==> config.mk <==
export PLATFORM = sky130hd
export DESIGN_NAME = br_amba_axi_read_arbiter
export DESIGN_NICKNAME = d
export VERILOG_FILES = /design/src/rtl/br_amba_axi_read_arbiter.sv
export SDC_FILE = /design/constraint.sdc
export NUM_CORES = 1
export LEC_CHECK = 0
export ABC_AREA = 1
export CAP_MARGIN = 10
export CORE_ASPECT_RATIO = 0.75
export CORE_MARGIN = 3
export CORE_UTILIZATION = 22
export DETAILED_ROUTE_END_ITERATION = 8
export PLACE_DENSITY = 0.8
export REMOVE_ABC_BUFFERS = 1
export SLEW_MARGIN = 10
export SYNTH_ARGS = -nofsm -noshare
export SYNTH_HDL_FRONTEND = slang
export SYNTH_SLANG_ARGS = --single-unit
==> constraint.sdc <==
create_clock -name clk -period 2 [get_ports clk]
set_input_delay 0.3 -clock clk [delete_from_list [all_inputs] [get_ports clk]]
set_output_delay 0.3 -clock clk [all_outputs]
set_load 0.02 [all_outputs]
==> src/rtl/br_amba_axi_read_arbiter.sv <==
`default_nettype none
// ============================================================================
//  Module   : br_amba_axi_read_arbiter
//  Purpose  : Shares one AXI4 read initiator port (AR + R) among
//             NumRequesters AXI4 read target ports. AR is arbitrated
//             round-robin; R beats are routed back by requester-index bits
//             prepended to the ARID. Per-requester outstanding-burst
//             counters throttle each requester.
//  Ports    : clk, rst                  - clock, synchronous active-high reset
//             target_ar*, target_arvalid/arready - per-requester AR (req 0 in LSBs)
//             target_r*, target_rvalid/rready    - R payload broadcast, per-requester valid
//             init_ar*, init_arvalid/arready     - shared AR towards the fabric
//             init_r*, init_rvalid/rready        - shared R from the fabric
//             idle        - no counts outstanding and no arvalid anywhere
//             err_bad_rid - sticky, R beat carried an out-of-range requester index
//  Revision : 1.0 - initial release
// ============================================================================
module br_amba_axi_read_arbiter #(
    parameter int NumRequesters  = 2,
    parameter int AddrWidth      = 12,
    parameter int DataWidth      = 32,
    parameter int IdWidth        = 1,
    parameter int ARUserWidth    = 1,
    parameter int RUserWidth     = 1,
    parameter int MaxOutstanding = 4,
    localparam int ReqIdxWidth   = $clog2(NumRequesters),
    localparam int InitIdWidth   = IdWidth + ReqIdxWidth
) (
    input  logic                                  clk,
    input  logic                                  rst,
    // Target-side AR
    input  logic [NumRequesters*AddrWidth-1:0]    target_araddr,
    input  logic [NumRequesters*IdWidth-1:0]      target_arid,
    input  logic [NumRequesters*8-1:0]            target_arlen,
    input  logic [NumRequesters*3-1:0]            target_arsize,
    input  logic [NumRequesters*2-1:0]            target_arburst,
    input  logic [NumRequesters*3-1:0]            target_arprot,
    input  logic [NumRequesters*ARUserWidth-1:0]  target_aruser,
    input  logic [NumRequesters-1:0]              target_arvalid,
    output logic [NumRequesters-1:0]              target_arready,
    // Target-side R
    output logic [NumRequesters*IdWidth-1:0]      target_rid,
    output logic [NumRequesters*DataWidth-1:0]    target_rdata,
    output logic [NumRequesters*RUserWidth-1:0]   target_ruser,
    output logic [NumRequesters*2-1:0]            target_rresp,
    output logic [NumRequesters-1:0]              target_rlast,
    output logic [NumRequesters-1:0]              target_rvalid,
    input  logic [NumRequesters-1:0]              target_rready,
    // Initiator-side AR
    output logic [AddrWidth-1:0]                  init_araddr,
    output logic [InitIdWidth-1:0]                init_arid,
    output logic [7:0]                            init_arlen,
    output logic [2:0]                            init_arsize,
    output logic [1:0]                            init_arburst,
    output logic [2:0]                            init_arprot,
    output logic [ARUserWidth-1:0]                init_aruser,
    output logic                                  init_arvalid,
    input  logic                                  init_arready,
    // Initiator-side R
    input  logic [InitIdWidth-1:0]                init_rid,
    input  logic [DataWidth-1:0]                  init_rdata,
    input  logic [RUserWidth-1:0]                 init_ruser,
    input  logic [1:0]                            init_rresp,
    input  logic                                  init_rlast,
    input  logic                                  init_rvalid,
    output logic                                  init_rready,
    // Status
    output logic                                  idle,
    output logic                                  err_bad_rid
);

    localparam int CntWidth = $clog2(MaxOutstanding + 1);
    localparam logic [CntWidth-1:0]    c_max_cnt  = CntWidth'(MaxOutstanding);
    localparam logic [ReqIdxWidth-1:0] c_last_idx = ReqIdxWidth'(NumRequesters - 1);

    // State
    logic [ReqIdxWidth-1:0] r_ptr_q, w_ptr_d;
    logic                   r_lock_q, w_lock_d;
    logic [ReqIdxWidth-1:0] r_held_q, w_held_d;
    logic                   r_err_q, w_err_d;
    logic [CntWidth-1:0]    r_count_q [NumRequesters];
    logic [CntWidth-1:0]    w_count_d [NumRequesters];

    // Combinational
    logic [NumRequesters-1:0] w_eligible;
    logic [ReqIdxWidth-1:0]   w_sel;
    logic [ReqIdxWidth-1:0]   w_idx;
    logic                     w_found;
    logic [ReqIdxWidth-1:0]   w_grant;
    logic                     w_ar_hs;
    logic [ReqIdxWidth-1:0]   w_rid_idx;
    logic                     w_bad_rid;
    logic                     w_rready_sel;
    logic [NumRequesters-1:0] w_inc;
    logic [NumRequesters-1:0] w_dec;
    logic                     w_cnt_zero;
    logic [IdWidth-1:0]       w_arid_sel;

    // ------------------------------------------------------------------
    // Eligibility and round-robin selection
    // ------------------------------------------------------------------
    always_comb begin
        for (int i = 0; i < NumRequesters; i++) begin
            w_eligible[i] = target_arvalid[i] && (r_count_q[i] < c_max_cnt);
        end
    end

    // Walk from the pointer, wrapping, and take the first eligible index.
    always_comb begin
        w_sel   = '0;
        w_found = 1'b0;
        w_idx   = r_ptr_q;
        for (int i = 0; i < NumRequesters; i++) begin
            if (!w_found && w_eligible[w_idx]) begin
                w_found = 1'b1;
                w_sel   = w_idx;
            end
            w_idx = (w_idx == c_last_idx) ? '0 : w_idx + 1'b1;
        end
    end

    // A pending (unaccepted) AR keeps its grant so the payload stays stable.
    assign w_grant      = r_lock_q ? r_held_q : w_sel;
    assign init_arvalid = !rst && (r_lock_q || w_found);
    assign w_ar_hs      = init_arvalid && init_arready;

    always_comb begin
        init_araddr  = '0;
        w_arid_sel   = '0;
        init_arlen   = '0;
        init_arsize  = '0;
        init_arburst = '0;
        init_arprot  = '0;
        init_aruser  = '0;
        for (int i = 0; i < NumRequesters; i++) begin
            target_arready[i] = w_ar_hs && (w_grant == ReqIdxWidth'(i));
            if (w_grant == ReqIdxWidth'(i)) begin
                init_araddr  = target_araddr[i*AddrWidth +: AddrWidth];
                w_arid_sel   = target_arid[i*IdWidth +: IdWidth];
                init_arlen   = target_arlen[i*8 +: 8];
                init_arsize  = target_arsize[i*3 +: 3];
                init_arburst = target_arburst[i*2 +: 2];
                init_arprot  = target_arprot[i*3 +: 3];
                init_aruser  = target_aruser[i*ARUserWidth +: ARUserWidth];
            end
        end
    end

    assign init_arid = {w_grant, w_arid_sel};

    // ------------------------------------------------------------------
    // R routing
    // ------------------------------------------------------------------
    assign w_rid_idx = init_rid[InitIdWidth-1 -: ReqIdxWidth];

    // Out-of-range indices only exist when the count is not a power of two.
    generate
        if ((1 << ReqIdxWidth) != NumRequesters) begin : g_bad_idx
            assign w_bad_rid = (w_rid_idx >= ReqIdxWidth'(NumRequesters));
        end else begin : g_no_bad_idx
            assign w_bad_rid = 1'b0;
        end
    endgenerate

    always_comb begin
        w_rready_sel = 1'b0;
        for (int i = 0; i < NumRequesters; i++) begin
            target_rvalid[i] = !rst && init_rvalid && !w_bad_rid
                               && (w_rid_idx == ReqIdxWidth'(i));
            if (w_rid_idx == ReqIdxWidth'(i)) begin
                w_rready_sel = target_rready[i];
            end
        end
    end

    // Beats for a nonexistent requester are sunk so the fabric cannot stall.
    assign init_rready  = !rst && (w_bad_rid || w_rready_sel);

    assign target_rid   = {NumRequesters{init_rid[IdWidth-1:0]}};
    assign target_rdata = {NumRequesters{init_rdata}};
    assign target_ruser = {NumRequesters{init_ruser}};
    assign target_rresp = {NumRequesters{init_rresp}};
    assign target_rlast = {NumRequesters{init_rlast}};

    // ------------------------------------------------------------------
    // Next-state logic
    // ------------------------------------------------------------------
    always_comb begin
        w_ptr_d  = r_ptr_q;
        w_lock_d = r_lock_q;
        w_held_d = r_held_q;
        if (w_ar_hs) begin
            w_ptr_d  = (w_grant == c_last_idx) ? '0 : w_grant + 1'b1;
            w_lock_d = 1'b0;
        end else if (init_arvalid) begin
            w_lock_d = 1'b1;
            w_held_d = w_grant;
        end
    end

    assign w_err_d = r_err_q || (init_rvalid && w_bad_rid);

    always_comb begin
        w_cnt_zero = 1'b1;
        for (int i = 0; i < NumRequesters; i++) begin
            w_inc[i] = w_ar_hs && (w_grant == ReqIdxWidth'(i));
            w_dec[i] = init_rvalid && init_rready && init_rlast && !w_bad_rid
                       && (w_rid_idx == ReqIdxWidth'(i));
            w_count_d[i] = r_count_q[i];
            if (w_inc[i] && !w_dec[i]) begin
                w_count_d[i] = r_count_q[i] + 1'b1;
            end else if (!w_inc[i] && w_dec[i]) begin
                w_count_d[i] = r_count_q[i] - 1'b1;
            end
            w_cnt_zero = w_cnt_zero && (r_count_q[i] == '0);
        end
    end

    assign idle        = w_cnt_zero && !(|target_arvalid) && !init_arvalid;
    assign err_bad_rid = r_err_q;

    always_ff @(posedge clk) begin
        if (rst) begin
            r_ptr_q  <= '0;
            r_lock_q <= 1'b0;
            r_held_q <= '0;
            r_err_q  <= 1'b0;
            for (int i = 0; i < NumRequesters; i++) begin
                r_count_q[i] <= '0;
            end
        end else begin
            r_ptr_q  <= w_ptr_d;
            r_lock_q <= w_lock_d;
            r_held_q <= w_held_d;
            r_err_q  <= w_err_d;
            for (int i = 0; i < NumRequesters; i++) begin
                r_count_q[i] <= w_count_d[i];
            end
        end
    end

    // ------------------------------------------------------------------
    // Protocol checks
    // ------------------------------------------------------------------
    generate
        for (genvar gi = 0; gi < NumRequesters; gi++) begin : g_chk
            a_arvalid_stable: assume property (@(posedge clk) disable iff (rst)
                (target_arvalid[gi] && !target_arready[gi]) |=> target_arvalid[gi]);
            a_no_underflow: assert property (@(posedge clk) disable iff (rst)
                !(w_dec[gi] && !w_inc[gi] && (r_count_q[gi] == '0)));
            a_no_overflow: assert property (@(posedge clk) disable iff (rst)
                !(w_inc[gi] && !w_dec[gi] && (r_count_q[gi] == c_max_cnt)));
        end
    endgenerate

    a_ar_stable: assert property (@(posedge clk) disable iff (rst)
        (init_arvalid && !init_arready) |=>
            (init_arvalid && $stable(init_araddr) && $stable(init_arid)
             && $stable(init_arlen) && $stable(init_arsize) && $stable(init_arburst)
             && $stable(init_arprot) && $stable(init_aruser)));
    a_arready_onehot0: assert property (@(posedge clk) $onehot0(target_arready));
    a_rvalid_onehot0:  assert property (@(posedge clk) $onehot0(target_rvalid));

endmodule
`default_nettype wire
==> impl_metrics.yaml, run 1 <==
run_status:
  status: "finished with violations"
  failed_checks: "setup timing"
floorplan:
  dieArea_sq_um: 8094
  die_w_um: 102.9
  core_region_area_sq_um: 6569
  ios: 219
  start_util_pct: 23.58
  fp.dieH_um: 78.67
  rows: 25
yosys:
  yosysWarnings: 0
  ys_ff_latch: 9
  synth_cells: 260
  ys.flop_type: "dfxtp_1"
  synth_area_sq_um: 1549
  async_reset_ff_share_pct: 0
  ys_seq_area_share_pct: 11.63
  syn_area_per_cell_sq_um: 5.958
  yosys-top-cells-area: "buf_4 (39%), nand2_1 (25%), dfxtp_1 (12%), inv_1 (4.1%), nor2_1 (2.7%)"
  synth.largest_area_cell: "buf_4"
  ys_types: 22
  netlist.area_leader.share_pct: 38.77
  synth_edf_count: 0
global_route:
  grt_antenna_before_repair: 0
  grt_usage_pct: 17.40
  grt_pass1_vias: 1754
  grt_pass1_wl_mm: 10.34
  grt_overflow: 0
  grt_max_degree: 17
clock_network:
  cts_made_buffers: 3
  htree_levels: 1
  clk_latency_ns: 0.24
  cts.reportedPaths.clkPinSlew_ns: 0.05
  cts.sinks: 9
  cts_tree: "yes"
  clk_path_buf_depth: 2
  cts_root_buffer: "clkbuf_8"
drt:
  vias: 1680
  vias_per_cell: 4.308
  wl_mm: 7.592
  drc: 0
  first_pass_iters: 4
  ant_nets: 0
  drt-initial-drc-count: 51
  wire_per_inst_um: 19.47
placed_design:
  place_congestion: 0.8117
  hpwlAfterDp_mm: 6.064
  dpl_cell_area_sq_um: 2232
  dp_cells: 380
  io_buffers: 109
sta:
  timing.setup.tns_ns: -0.02559
  fmax_ghz: 0.4937
  grt_setup_unrepaired: "true"
  final-hold-violation-count: 0
  min_period_ns: 2.026
  clock_skew_ns: 0.003735
  setup_viol: 1
  fin_crit_sh_pct: 101.3
  finalMaxSlewViolations: 0
  setup_ws_ns: -0.02559
setup_path:
  cp.required_ns: 2.14
  cp_num_buf_inv: 2
  crit_path_max_incr_delay_ns: 0.41
  crit_chain: "clkdlybuf4s50_1, or2_4, nand3_2, nor2_2, nand2_1, ha_2, inv_2, fa_2, nand2_2, nand3_2, o21ai_2, a21oi_1"
  cp_max_fo: 2
  reg2reg_to: "r_count_q[0][5]"
  cp_top_family: "simple AND/OR/NAND/NOR gates"
  cp-start-kind: "primary input"
  rrSetupSlack_ns: 0.01
  critPathMostFrequentCell: "nand3_2"
  r2r.worst_path.cells: 12
  crit_type: "primary input to flop"
  crit-reg2reg-launch: "r_count_q[0][5]"
  end_kind: "flop"
  slowest_stage: "clkdlybuf4s50_1"
  worstPathArrival_ns: 2.16
min_path:
  min-delay-start: "r_count_q[0][5]"
  worst_hold_path_type: "flop to flop"
  hold_path_depth: 2
  worstHoldEndpoint: "r_count_q[0][5]"
finish:
  diodes: 0
  layout-drive-gt1-share_pct: 24.92
  nets: 420
  stdcell_count: 390
  final_cell_area_sq_um: 2276
  area_delta_synth_final_pct: 46.93
power_and_ir_drop:
  power.leakage_nw: 1.191
  power_density_nw_per_um2: 491.6
  peakVddDrop_mv: 0.1501
job:
  drv_cap: 0
synth_stat cells (2+ instances only):
master	instances
fa_1	2
nand3_1	8
buf_6	3
inv_1	17
nor4_1	2
buf_4	80
nor2_1	11
or2_2	2
ha_1	2
dfxtp_1	9
a21oi_1	3
o21ai_0	5
nor3_1	2
inv_2	2
nand2_1	105
logic make-up (layout without fill, tap and decap cells):
logic type / Yosys count / in the layout / synth area share (%)
adder cells (fa/ha/maj): 4 / 4 / 4.200
AND/OR/NAND/NOR: 133 / 133 / 34.49
buffers and inverters: 104 / 153 / 46.28
other: 1 / 1 / 0.2421
AO/OA/AOI/OAI: 8 / 8 / 2.584
flip-flops: 9 / 9 / 11.63
XOR/XNOR: 1 / 1 / 0.5655
worst max-delay path by stage:
stage	cells after the start	slack [ns]	endpoint	startpoint
3_5_place_dp	13	-0.54	r_count_q[0][5]	init_rid[1]
2_1_floorplan	14	-0.48	r_count_q[0][5]	r_count_q[0][5]
5_1_grt	12	-0.11	r_count_q[0][5]	target_rready[1]
4_1_cts	12	-0.03	r_count_q[0][5]	target_rready[0]
3_3_place_gp	12	-0.42	r_count_q[0][2]	target_arvalid[1]
6_report	12	-0.03	r_count_q[0][5]	target_rready[1]
state kept, by name (all words and copies together), names as in the netlist:
name       flops
r_lock_q       1
r_held_q       1
r_ptr_q        1
r_count_q      6
power breakdown:
group	total, mW	internal [mW]	switching (mW)
logic	0.685	0.336	0.349
registers	0.210	0.195	0.0156
clock network	0.224	0.137	0.0865
total	1.12	0.668	0.451
cell type report:
type / instances / area (sq um)
Tap cell: 81 / 101.3
Inverter: 20 / 77.57
Clock inverter: 1 / 5.005
Clock buffer: 3 / 41.29
Multi-Input combinational cell: 147 / 714.4
Fill cell: 721 / 4293
Sequential cell: 9 / 180.2
Timing Repair Buffer: 129 / 1156
cell usage in the layout (no fill, tap or decap), types with 2 or more instances in the layout:
| master | netlist | layout |
|---|---|---|
| nand2_1 | 105 | 104 |
| nand3_1 | 8 | 5 |
| buf_4 | 80 | 20 |
| nor2_1 | 11 | 8 |
| fa_2 | 0 | 2 |
| dfxtp_1 | 9 | 9 |
| o21ai_2 | 0 | 2 |
| or2_4 | 0 | 2 |
| dlygate4sd2_1 | 0 | 10 |
| nor2_2 | 1 | 2 |
| buf_12 | 0 | 2 |
| nand2_2 | 1 | 2 |
| buf_2 | 1 | 18 |
| inv_2 | 2 | 4 |
| o21ai_1 | 0 | 2 |
| clkdlybuf4s50_1 | 0 | 67 |
| nor4_1 | 2 | 2 |
| nor2_4 | 0 | 2 |
| clkbuf_2 | 0 | 9 |
| clkbuf_8 | 0 | 3 |
| a21oi_1 | 3 | 3 |
| nand3_2 | 0 | 2 |
| inv_1 | 17 | 15 |
| nor3_1 | 2 | 2 |
stage by stage:
stage	utilization (%)	power, mW	worst slack [ns]	hold WS [ns]
final	34.65	1.119	-0.02559	0.4939
after global routing	34.65	1.200	-0.1143	0.5181
after CTS	36.10	1.149	-0.03412	0.4862
after detailed placement	33.98	0.9090	-0.5449	0.4740
after global placement	33.98	0.8988	-0.4175	0.4620
after floorplan	-	0.4994	-0.4755	0.3724
tightest hold or removal path, stage by stage, from the launching register on:
cell and delay, ns:
dfxtp_1 0.31, inv_2 0.08, a21oi_1 0.06
layer usage:
| metal | vias up | wire, um | track usage (%) |
|---|---|---|---|
| met5 | - | 66 | 13.99 |
| met4 | 2 | 51 | 1.682 |
| met3 | 8 | 1573 | 18.92 |
| met2 | 130 | 2946 | 22.09 |
| met1 | 742 | 2953 | 19.30 |
| li1 | 798 | - | - |
timing repair:
action	4_1_cts	5_1_grt
cloned	2	0
setup buffers	2	2
gates resized for setup	104	47
hold buffers	0	0
pin swaps	4	7
setup endpoints to repair	42	34
(Power assumes the default switching activity.)
==> run 2: changes to the inputs <==
--- a/config.mk
+++ b/config.mk
@@ -6,7 +6,6 @@
 export NUM_CORES = 1
 export LEC_CHECK = 0
 export ABC_AREA = 1
-export CAP_MARGIN = 10
 export CORE_ASPECT_RATIO = 0.75
 export CORE_MARGIN = 3
 export CORE_UTILIZATION = 22
==> results of run 2 <==
Final layout, timing and power as in run 1 (identical DEF).
==> run 3: changes to the inputs <==
--- a/config.mk
+++ b/config.mk
@@ -12,6 +12,7 @@
 export DETAILED_ROUTE_END_ITERATION = 8
 export PLACE_DENSITY = 0.8
 export REMOVE_ABC_BUFFERS = 1
+export SETUP_SLACK_MARGIN = 0.02
 export SLEW_MARGIN = 10
 export SYNTH_ARGS = -nofsm -noshare
 export SYNTH_HDL_FRONTEND = slang
==> impl_metrics.yaml, run 3 (same netlist as run 1, synthesis figures left out) <==
power_and_ir_drop:
  peakVddDrop_mv: 0.1598
  power.leakage_nw: 1.169
  power_density_nw_per_um2: 487.9
placed_design:
  hpwlAfterDp_mm: 6.064
  dpl_cell_area_sq_um: 2232
  place_congestion: 0.8117
  io_buffers: 109
sta:
  holdWs_ns: 0.5123
  fin_crit_sh_pct: 101.4
  finalMaxSlewViolations: 0
  min_period_ns: 2.027
  setup_viol: 1
  final-hold-violation-count: 0
  setup_ws_ns: -0.02719
  grt_setup_unrepaired: "true"
  clock_skew_ns: 0.003551
  fmax_ghz: 0.4933
clock_network:
  cts.sinks: 9
  clk_path_buf_depth: 2
  clk_latency_ns: 0.24
  cts_root_buffer: "clkbuf_8"
  cts_tree: "yes"
  cts.reportedPaths.clkPinSlew_ns: 0.05
  htree_levels: 1
  cts_made_buffers: 3
  cts-hold-fix-buffers: 0
finish:
  final_common_cell: "nand2_1"
  nets: 417
  area_delta_synth_final_pct: 47.33
  largest_reg_flops: 6
  final_cell_area_sq_um: 2282
  final_cell_mix: "nand2_1 (100), clkdlybuf4s50_1 (68), buf_4 (17)"
  largest-register: "r_count_q"
  layout-drive-gt1-share_pct: 26.47
  diodes: 0
floorplan:
  start_util_pct: 23.58
  fp.dieH_um: 78.67
  core_region_area_sq_um: 6569
  ios: 219
  dieArea_sq_um: 8094
  die_w_um: 102.9
  rows: 25
setup_path:
  crit_chain: "inv_2, nand2_2, nor2_2, nand2_2, nand2_4, inv_6, nor2_4, ha_4, inv_2, fa_2, inv_1, nand2_1, nand3_2, o21ai_2, a21oi_1"
  slowest_stage: "fa_2"
  end_kind: "flop"
  worstPathArrival_ns: 2.19
  cp-start-kind: "flop"
  crit_path_max_incr_delay_ns: 0.35
  cp.required_ns: 2.16
  crit_type: "flop to flop"
  cp_max_fo: 4
drt:
  first_pass_iters: 4
  wl_mm: 7.472
  vias: 1675
  wire_per_inst_um: 19.31
  drc: 0
  ant_nets: 0
  vias_per_cell: 4.328
  drt-initial-drc-count: 77
run_status:
  failed_checks: "setup timing"
  status: "finished with violations"
global_route:
  grt_overflow: 0
  grt_pass1_vias: 1718
  grt_antenna_before_repair: 0
  grt_max_degree: 32
  grt_pass1_wl_mm: 10.16
  grt_usage_pct: 17.09
min_path:
  worst_hold_path_type: "flop to flop"
job:
  drv_cap: 0
run 3: cell count changes in the layout (fill, tap and decap cells not counted), sizes merged:
| cell | change |
|---|---|
| dlymetal6s2s | -1 |
| buf | -10 |
| clkbuf | +6 |
| clkdlybuf4s15 | +1 |
| clkdlybuf4s50 | +1 |
run 3: per-layer routing:
layer	GRT usage (%)	vias to the layer above	share of wire, %
li1	-	793	-
met1	18.99	731	39
met2	21.38	139	38
met3	18.92	10	21
met4	1.682	2	1.1
met5	13.99	-	0.88
run 3: stage by stage:
step	TNS, ns	total power, mW	instances	utilization (%)	setup WS (ns)
floorplan	-1.236	0.4994	176	-	-0.4755
global placement	-13.38	0.8988	380	33.98	-0.4175
detailed placement	-14.72	0.9090	380	33.98	-0.5449
CTS	0	1.093	386	34.19	0.0003604
global route	-0.1796	1.194	387	34.74	-0.1387
finish	-0.02719	1.113	387	34.74	-0.02719
run 3: repair_timing:
| item | CTS | global route |
|---|---|---|
| setup endpoints to repair | 42 | 35 |
| gates resized for setup | 100 | 59 |
| pin swaps | 5 | 9 |
| gates cloned | 1 | 0 |
| setup buffers | 1 | 1 |
run 3: critical path: cells and delay by family (launching register included):
family	cells	cell delay [ns]
and+or+nand+nor	7	0.67
adders and majority gates	2	0.50
DFF	1	0.32
buffers and inverters	4	0.27
AOI/OAI and AO/OA	2	0.19
run 3: worst paths after layout:
path / from / to / slack, ns / cells past startpoint
max: r_count_q[0][5] / r_count_q[0][5] / -0.03 / 15
min: r_count_q[0][5] / r_count_q[0][5] / 0.51 / 2
max reg2reg: r_count_q[0][5] / r_count_q[0][5] / -0.03 / 15
min reg2reg: r_count_q[0][5] / r_count_q[0][5] / 0.51 / 2
run 3: report_power, final:
part | leakage [nW] | switching, mW | internal (mW)
clock network | 0.0255 | 0.0853 | 0.137
logic | 1.07 | 0.350 | 0.331
registers | 0.0743 | 0.0152 | 0.195
total | 1.17 | 0.450 | 0.663
run 3: cell type report:
| type | count | area (sq um) |
|---|---|---|
| flip-flops and latches | 9 | 181.4 |
| repair buffers | 126 | 1132 |
| fillers | 718 | 4287 |
| well taps | 81 | 101.3 |
| clock buffers | 3 | 41.29 |
| inverters | 20 | 80.08 |
| multi-input cells | 147 | 740.7 |
| clock inverters | 1 | 5.005 |
